==> config.mk <==
export PLATFORM = sky130hd
export DESIGN_NAME = run_supervisor
export DESIGN_NICKNAME = d
export VERILOG_FILES = /design/src/rtl/run_supervisor.sv
export SDC_FILE = /design/constraint.sdc
export NUM_CORES = 1
export LEC_CHECK = 0
export BUFFER_PORTS_ARGS = -buffer_cell sky130_fd_sc_hd__clkbuf_2
export CAP_MARGIN = 10
export CORE_ASPECT_RATIO = 0.75
export CORE_UTILIZATION = 30
export CTS_BUF_LIST = sky130_fd_sc_hd__clkbuf_4
export DETAILED_ROUTE_END_ITERATION = 8
export PLACE_DENSITY_LB_ADDON = 0.08
export SLEW_MARGIN = 40
export SYNTH_ARGS = -nofsm -noshare
export SYNTH_HDL_FRONTEND = slang
export SYNTH_SLANG_ARGS = --single-unit
==> constraint.sdc <==
create_clock -name clk -period 4.1 [get_ports clk]
set_input_delay 0 -clock clk [delete_from_list [all_inputs] [get_ports clk]]
set_output_delay 0 -clock clk [all_outputs]
set_load 0.02 [all_outputs]
==> src/rtl/run_supervisor.sv <==
// run_supervisor: core reset sequencing, halt/error/timeout monitoring and a registered run verdict
module run_supervisor #(
   parameter int NUM_CORES = 2,
   parameter int NUM_LANES = 8,
   parameter int NUM_ERR   = 3,
   parameter int TIMEOUT_W = 32,
   parameter int RST_HOLD  = 2,
   parameter int ERR_DRAIN = 5,
   parameter int HALT_MODE = 0
) (
   input  logic                           clk,
   input  logic                           rst,
   input  logic [NUM_CORES*NUM_LANES-1:0] halt,
   input  logic [NUM_ERR-1:0]             err,
   input  logic [TIMEOUT_W-1:0]           timeout_cycles,
   output logic                           core_rst,
   output logic                           running,
   output logic                           done,
   output logic                           pass,
   output logic                           fail_timeout,
   output logic                           fail_error,
   output logic [NUM_ERR-1:0]             err_src,
   output logic [TIMEOUT_W-1:0]           cycle_count
);
   localparam int HW = RST_HOLD > 1 ? $clog2(RST_HOLD) : 1;
   localparam int DW = ERR_DRAIN > 1 ? $clog2(ERR_DRAIN) : 1;
   localparam logic [HW-1:0] HOLD_LAST = HW'(RST_HOLD - 1);
   localparam logic [DW-1:0] DRAIN_LAST = DW'(ERR_DRAIN > 0 ? ERR_DRAIN - 1 : 0);
   typedef enum logic [1:0] {HOLD, RUN, DRAIN, DONE} state_t;
   state_t state, state_nx;
   logic [HW-1:0] hold_cnt, hold_cnt_nx;
   logic [DW-1:0] drain_cnt, drain_cnt_nx;
   logic [TIMEOUT_W-1:0] timer, timer_nx, cycle_count_nx;
   logic [NUM_CORES-1:0] sticky, sticky_nx, core_any;
   logic [NUM_LANES-1:0] lane_all;
   logic [NUM_ERR-1:0] err_src_nx;
   logic halt_hit, pass_nx, fail_timeout_nx, fail_error_nx;

   always_comb begin
      lane_all = '1;
      for (int c = 0; c < NUM_CORES; c++) begin
         core_any[c] = |halt[c*NUM_LANES +: NUM_LANES];
         lane_all &= halt[c*NUM_LANES +: NUM_LANES];
      end
      halt_hit = HALT_MODE == 0 ? |lane_all : HALT_MODE == 1 ? |halt : &(sticky | core_any);
   end

   // timer == 0 after load means the timeout is disabled; an enabled timer stops at 1
   always_comb begin
      state_nx = state;
      hold_cnt_nx = hold_cnt;
      drain_cnt_nx = drain_cnt;
      timer_nx = timer;
      sticky_nx = sticky;
      err_src_nx = err_src;
      cycle_count_nx = cycle_count;
      pass_nx = pass;
      fail_timeout_nx = fail_timeout;
      fail_error_nx = fail_error;
      case (state)
         HOLD:
            if (hold_cnt == HOLD_LAST) begin
               state_nx = RUN;
               timer_nx = timeout_cycles;
            end else hold_cnt_nx = hold_cnt + HW'(1);
         RUN: begin
            cycle_count_nx = cycle_count + TIMEOUT_W'(cycle_count != '1);
            sticky_nx = sticky | core_any;
            if (|err) begin
               err_src_nx = err;
               state_nx = ERR_DRAIN == 0 ? DONE : DRAIN;
               fail_error_nx = ERR_DRAIN == 0;
            end else if (halt_hit) begin
               state_nx = DONE;
               pass_nx = 1'b1;
            end else if (timer == TIMEOUT_W'(1)) begin
               state_nx = DONE;
               fail_timeout_nx = 1'b1;
            end else if (timer != '0) timer_nx = timer - TIMEOUT_W'(1);
         end
         DRAIN:
            if (drain_cnt == DRAIN_LAST) begin
               state_nx = DONE;
               fail_error_nx = 1'b1;
            end else drain_cnt_nx = drain_cnt + DW'(1);
         default: ;
      endcase
   end

   always_ff @(posedge clk or posedge rst)
      if (rst) begin
         state <= HOLD;
         hold_cnt <= '0;
         drain_cnt <= '0;
         timer <= '0;
         sticky <= '0;
         core_rst <= 1'b1;
         running <= 1'b0;
         done <= 1'b0;
         pass <= 1'b0;
         fail_timeout <= 1'b0;
         fail_error <= 1'b0;
         err_src <= '0;
         cycle_count <= '0;
      end else begin
         state <= state_nx;
         hold_cnt <= hold_cnt_nx;
         drain_cnt <= drain_cnt_nx;
         timer <= timer_nx;
         sticky <= sticky_nx;
         core_rst <= state_nx == HOLD;
         running <= state_nx == RUN;
         done <= state_nx == DONE;
         pass <= pass_nx;
         fail_timeout <= fail_timeout_nx;
         fail_error <= fail_error_nx;
         err_src <= err_src_nx;
         cycle_count <= cycle_count_nx;
      end
endmodule

* Word-level counts from Yosys, hierarchy flattened
Index checks and enable logic that the tools add are counted.
Cells by class: $add $sub $neg 4, multiply operators 0, div/mod/pow operators 0, order comparisons 0, equal/unequal tests 14, shifts and indexed selects 0, multiplexer cells 16, bitwise gates (word level) 4, reduce and logical (&&, ||, !) cells 13
Operators by type and width (number):
- $mux W32 | 5
- $pmux W32 S2 | 1
- $add A32 B1 Y32 | 1
- $eq A32 B1 Y1 const B | 1
- $ne A32 B32 Y1 const B | 1
- $reduce_bool A32 Y1 | 1
- $sub A32 B1 Y32 const B | 1
- $ne A2 B2 Y1 const B | 7
- $mux W2 | 5
- $and A8 B8 Y8 | 1
- $reduce_or A8 Y1 | 1
- $pmux W2 S3 | 1
- $reduce_and A3 Y1 | 2
- $reduce_and A6 Y1 | 1
- $eq A2 B1 Y1 const B | 2
- $eq A2 B2 Y1 const B | 2
- $logic_not A2 Y1 | 2
- $reduce_and A2 Y1 | 2
- $reduce_and A4 Y1 | 1
- $reduce_bool A2 Y1 | 2
- $add A3 B1 Y3 const B | 1
- $eq A3 B3 Y1 const B | 1
- $mux W1 | 3
- $not A1 Y1 | 3
- 3 further kinds | 3
Storage, ports and cells: bits in registers 79, latch bits 0, memory bits (writable) 0, ROM bits 0, input bits 53, output and inout bits 41, word-level logic and storage cells 63, memories 0

* Depth between registers and ports, before layout
word-level depth 6, gate-level depth with buffers 11

* Worst setup path before layout
No wires, ideal clock.
path kind reg2reg, start point register cycle_count[24], end point register cycle_count[24], setup time 0.129 ns, arrival time 2.401 ns, data required time 3.971 ns, slack 1.570 ns, stages on the path, launching flop included 12, clock period less this slack 2.530 ns, cell sequence dfrtp_1 > and3_1 > and3_1 > and3_1 > and3_1 > nand2_1 > ha_1 > ha_1 > nand3_1 > nor3_1 > nand3_1 > xnor2_1
On the way: cells in the longest elaborated chain, start to end 2
RTL lines:
- from (decl) | line 23 | output logic [TIMEOUT_W-1:0] cycle_count
- from (signal assigned) | line 118 | cycle_count <= cycle_count_nx;
- $ne A32 B32 Y1 | line 67 | cycle_count_nx = cycle_count + TIMEOUT_W'(cycle_count != '1);
- $add A32 B1 Y32 * | line 67
Mark *: on every way between the ends. The rest lies on a longest branch, timed or not. A chain may end at the register's enable or synchronous reset.

* Final worst setup path
start point register cycle_count[23], end point register cycle_count[24]
Same word-level chain as after synthesis.

==> run_summary.xml <==
<?xml version="1.0" encoding="UTF-8"?>
<metrics>
  <group name="status">
    <metric name="outcome" unit="">complete, no violations</metric>
  </group>
  <group name="synthesis">
    <metric name="syn-cell-area" unit="sq um">4160</metric>
    <metric name="yosysWarnings" unit="">0</metric>
    <metric name="synth-compound-area-share" unit="%">18.5</metric>
    <metric name="synthSimpleGateAreaFrac" unit="%">21.3</metric>
    <metric name="netlist_top_cells_area" unit="">sky130_fd_sc_hd__dfrtp_1 (47%), sky130_fd_sc_hd__nor2_1 (5.9%), sky130_fd_sc_hd__xnor2_1 (5.3%), sky130_fd_sc_hd__o21ai_0 (4.4%), sky130_fd_sc_hd__a21oi_1 (4.1%)</metric>
    <metric name="xor_xnor_share_of_the_synthesized_area" unit="%">6.52</metric>
    <metric name="yosys.area.top_type" unit="">sky130_fd_sc_hd__dfrtp_1</metric>
    <metric name="async_flop_share" unit="%">100</metric>
    <metric name="synth-seq-area-share" unit="%">47.5</metric>
    <metric name="postSynthCellCount" unit="">457</metric>
    <metric name="syn-num-nets" unit="">517</metric>
    <metric name="synth-adder-area-share" unit="%">2.10</metric>
    <metric name="count_of_cell_types_in_the_netlist" unit="">49</metric>
    <metric name="ys_ff_latch" unit="">79</metric>
    <metric name="synth_top_area_share" unit="%">46.9</metric>
    <metric name="main_combinational_cell_family_by_area_after_synthesis" unit="">simple AND/OR/NAND/NOR gates</metric>
    <metric name="synth.area.mux_share" unit="%">0.271</metric>
    <metric name="post_synth.cell_area_avg" unit="sq um">9.11</metric>
    <metric name="yosys_most_used_dff" unit="">sky130_fd_sc_hd__dfrtp_1</metric>
    <metric name="post_synth_edffs" unit="">0</metric>
  </group>
  <group name="global_routing">
    <metric name="gr-usage-all-layers" unit="%">16.3</metric>
    <metric name="global_route.overflow_total" unit="">0</metric>
    <metric name="grt_max_degree" unit="">44</metric>
    <metric name="grt_pass1_vias" unit="">3631</metric>
    <metric name="grt_pass1_wl" unit="mm">18.8</metric>
    <metric name="grt_antenna_before_repair" unit="">0</metric>
  </group>
  <group name="placement">
    <metric name="place_congestion" unit="">0.748</metric>
    <metric name="detailed_place.area" unit="sq um">4790</metric>
    <metric name="buffer_ports.inserted" unit="">93</metric>
    <metric name="dp_hpwl" unit="mm">7.97</metric>
  </group>
  <group name="clock_tree">
    <metric name="cts_buffer_depth" unit="">2</metric>
    <metric name="cts.repair.resized" unit="">0</metric>
    <metric name="cts_hold_buf" unit="">35</metric>
    <metric name="tritoncts" unit="">done</metric>
    <metric name="clk_latency" unit="ns">0.45</metric>
    <metric name="cts.reportedPaths.clkPinSlew" unit="ns">0.14</metric>
    <metric name="clkSinkCount" unit="">79</metric>
    <metric name="h-tree-depth" unit="">3</metric>
    <metric name="cts_root_buf" unit="">sky130_fd_sc_hd__clkbuf_4</metric>
    <metric name="tritoncts.num_buffers" unit="">9</metric>
    <metric name="post_cts.repair.setup_buffers" unit="">0</metric>
  </group>
  <group name="detailed_routing">
    <metric name="wl" unit="mm">11.2</metric>
    <metric name="num_vias" unit="">3850</metric>
    <metric name="wire_per_inst" unit="um">14.8</metric>
    <metric name="final_antenna_net_count" unit="">0</metric>
    <metric name="route.detailed.drc" unit="">0</metric>
    <metric name="drtIter0Drc" unit="">137</metric>
    <metric name="drt_pre_antenna_iters" unit="">5</metric>
    <metric name="via_per_inst" unit="">5.06</metric>
  </group>
  <group name="cells_and_area">
    <metric name="drive_gt1_share" unit="%">21.9</metric>
    <metric name="diodes" unit="">0</metric>
    <metric name="fin_area" unit="sq um">5400</metric>
    <metric name="area_delta_synth_final" unit="%">29.7</metric>
    <metric name="fin_nets" unit="">645</metric>
  </group>
  <group name="sta">
    <metric name="finClkSkew" unit="ns">0.0185</metric>
    <metric name="achievable-frequency" unit="GHz">0.343</metric>
    <metric name="fin_hold_ws" unit="ns">0.0698</metric>
    <metric name="drv_slew" unit="">0</metric>
    <metric name="final_min_period_over_clock_period" unit="%">71.2</metric>
    <metric name="setup_tns_after_final_layout" unit="ns">0</metric>
    <metric name="worst-slew-pin-transition" unit="ns">0.714</metric>
    <metric name="rsz_0062_raised_after_global_routing" unit="">false</metric>
    <metric name="period_needed" unit="ns">2.92</metric>
    <metric name="final-hold-violation-count" unit="">0</metric>
    <metric name="setup_viol_count_final" unit="">0</metric>
    <metric name="slew-limit-headroom" unit="%">52.0</metric>
  </group>
  <group name="pwr">
    <metric name="pwr-share-clk" unit="%">45.9</metric>
    <metric name="maximum_vdd_drop" unit="mV">0.163</metric>
    <metric name="net-switching-power" unit="uW">340</metric>
    <metric name="power.sequential.fraction" unit="%">48.6</metric>
    <metric name="int_power" unit="mW">1.26</metric>
    <metric name="sw_frac_of_total" unit="%">21.2</metric>
    <metric name="static-leakage-power" unit="nW">2.62</metric>
    <metric name="pwr_density_cell" unit="nW/um^2">297</metric>
    <metric name="combinational_share_of_power" unit="%">5.5</metric>
  </group>
  <group name="setup_path">
    <metric name="crit_type" unit="">reg2reg</metric>
    <metric name="critical-path-top-delay-family" unit="">simple AND/OR/NAND/NOR gates</metric>
    <metric name="critical_path.most_common_cell" unit="">sky130_fd_sc_hd__and3_1</metric>
    <metric name="critical_path.max_fanout" unit="">5</metric>
    <metric name="critical_path.startpoint_type" unit="">flip-flop</metric>
    <metric name="reg2reg_slack" unit="ns">1.18</metric>
    <metric name="worst_ep_required_time" unit="ns">4.43</metric>
    <metric name="critical-path-slowest-cell" unit="">sky130_fd_sc_hd__nor3_1</metric>
    <metric name="cp_cell_sequence" unit="">and3_1 -&gt; and3_1 -&gt; and3_1 -&gt; and3_1 -&gt; nand2_1 -&gt; ha_1 -&gt; ha_1 -&gt; nand3_1 -&gt; nor3_1 -&gt; nand3_1 -&gt; xnor2_1</metric>
    <metric name="cp_num_buf_inv" unit="">0</metric>
    <metric name="crit_path_end_kind" unit="">flip-flop</metric>
    <metric name="critical_path_arrival" unit="ns">3.25</metric>
    <metric name="critPathMaxStageDelay" unit="ns">0.62</metric>
  </group>
  <group name="floorplan">
    <metric name="initial_core_util" unit="%">31.4</metric>
    <metric name="design.die.area" unit="sq um">14400</metric>
    <metric name="placeableCoreArea" unit="sq um">13200</metric>
    <metric name="die_width" unit="um">138</metric>
    <metric name="num_io_pins" unit="">94</metric>
    <metric name="row_count" unit="">36</metric>
    <metric name="chipHeight" unit="um">104</metric>
  </group>
  <group name="min_path">
    <metric name="hp-class" unit="">in2async</metric>
  </group>
  <group name="job">
    <metric name="drv.max_cap_violation_count" unit="">0</metric>
  </group>
</metrics>
## cells in the final DEF, fill, tap and decap left out, drive strengths merged, types with 4 or more instances in the layout
cell type      n
a21oi         34
a22oi          9
a31oi          8
a41oi          4
and3          14
buf            8
bufinv         5
clkbuf       102
dfrtp         78
dlygate4sd3   36
ha             7
inv            9
nand2         44
nand3         16
nand4          7
nor2          66
nor3          13
nor4          13
o21ai         38
o22a          12
or3            4
xnor2         25
xor2           6
## registers in the layout, indices dropped and copies added (netlist names)
register	flops
drain_cnt	3
hold_cnt	1
fail_error	1
pass	1
done	1
cycle_count	32
timer	32
running	1
core_rst	1
err_src	3
fail_timeout	1
state	2
## through the flow
step / std cells / utilization, % / setup WS (ns) / power, mW
after floorplan: 457 / - / 1.57 / 0.821
after global placement: 709 / 36.2 / 1.19 / 0.857
after detailed placement: 709 / 36.2 / 1.18 / 0.858
after CTS: 760 / 40.6 / 1.16 / 1.63
after global routing: 761 / 40.8 / 0.868 / 1.67
final: 761 / 40.8 / 1.18 / 1.60
## synth_stat cells (all sizes together) (3+ instances only)
cell type and count:
dfrtp 78, ha 7, a22oi 9, o21a 3, or3 4, buf 8, clkbuf 12, nand4 7
xnor2 25, a22o 3, o22a 12, nor3 13, nand3 16, o21ai 38, a41oi 4, a31oi 8
and3 14, nor2 66, inv 9, nand2 44, xor2 6, nor4 13, a21oi 34
## power by group through the flow
stage / Combinational [mW] / Sequential (mW) / Clock [mW]
5_1_grt: 0.0994 / 0.780 / 0.792
6_report: 0.0880 / 0.779 / 0.737
3_5_place_dp: 0.0636 / 0.794 / 0
4_1_cts: 0.0905 / 0.779 / 0.758
3_3_place_gp: 0.0630 / 0.794 / 0
2_1_floorplan: 0.0270 / 0.794 / 0
## area by class of cell
| class | count | area, sq um |
|---|---|---|
| fill | 1367 | 7850 |
| multi-input combinational | 349 | 2040 |
| sequential | 79 | 1980 |
| timing repair buffer | 137 | 886 |
| tap | 171 | 214 |
| clock inverter | 7 | 168 |
| clock buffer | 9 | 67.6 |
| inverter | 9 | 38.8 |
## worst register-to-register path: cells and delay by family (launching register included)
| family | cells | cell delay, ns |
|---|---|---|
| xor gates and xnor gates | 1 | 0.16 |
| DFF | 1 | 0.44 |
| adders and majority gates | 2 | 0.37 |
| and+or+nand+nor | 8 | 1.86 |
## path summary, 6_finish.rpt
| check | from | endpoint | cells past startpoint |
|---|---|---|---|
| worst max-delay path | cycle_count[23] | cycle_count[24] | 11 |
| worst min-delay path | rst | timer[12] | 3 |
| worst max register to register | cycle_count[23] | cycle_count[24] | 11 |
| worst min register to register | fail_timeout | fail_timeout | 1 |
| max in group asynchronous | rst | core_rst | 4 |
| min in group clk | halt[11] | pass | 4 |
## cell families after synthesis
family | after synthesis
adders and majority gates | 7
buffers and inverters | 29
and+or+nand+nor | 187
muxes | 1
AOI/OAI and AO/OA | 123
xor gates and xnor gates | 31
DFF | 79
## routing by layer
metal / GRT usage, % / up-vias / part of all wire, %
li1: - / 1888 / -
met2: 24.8 / 102 / 44
met1: 23.0 / 1853 / 50
met4: 4.24 / 0 / 0.85
met5: 0 / - / 0
met3: 3.73 / 7 / 4.6
No activity file was read; power rests on OpenSTA's default activity.
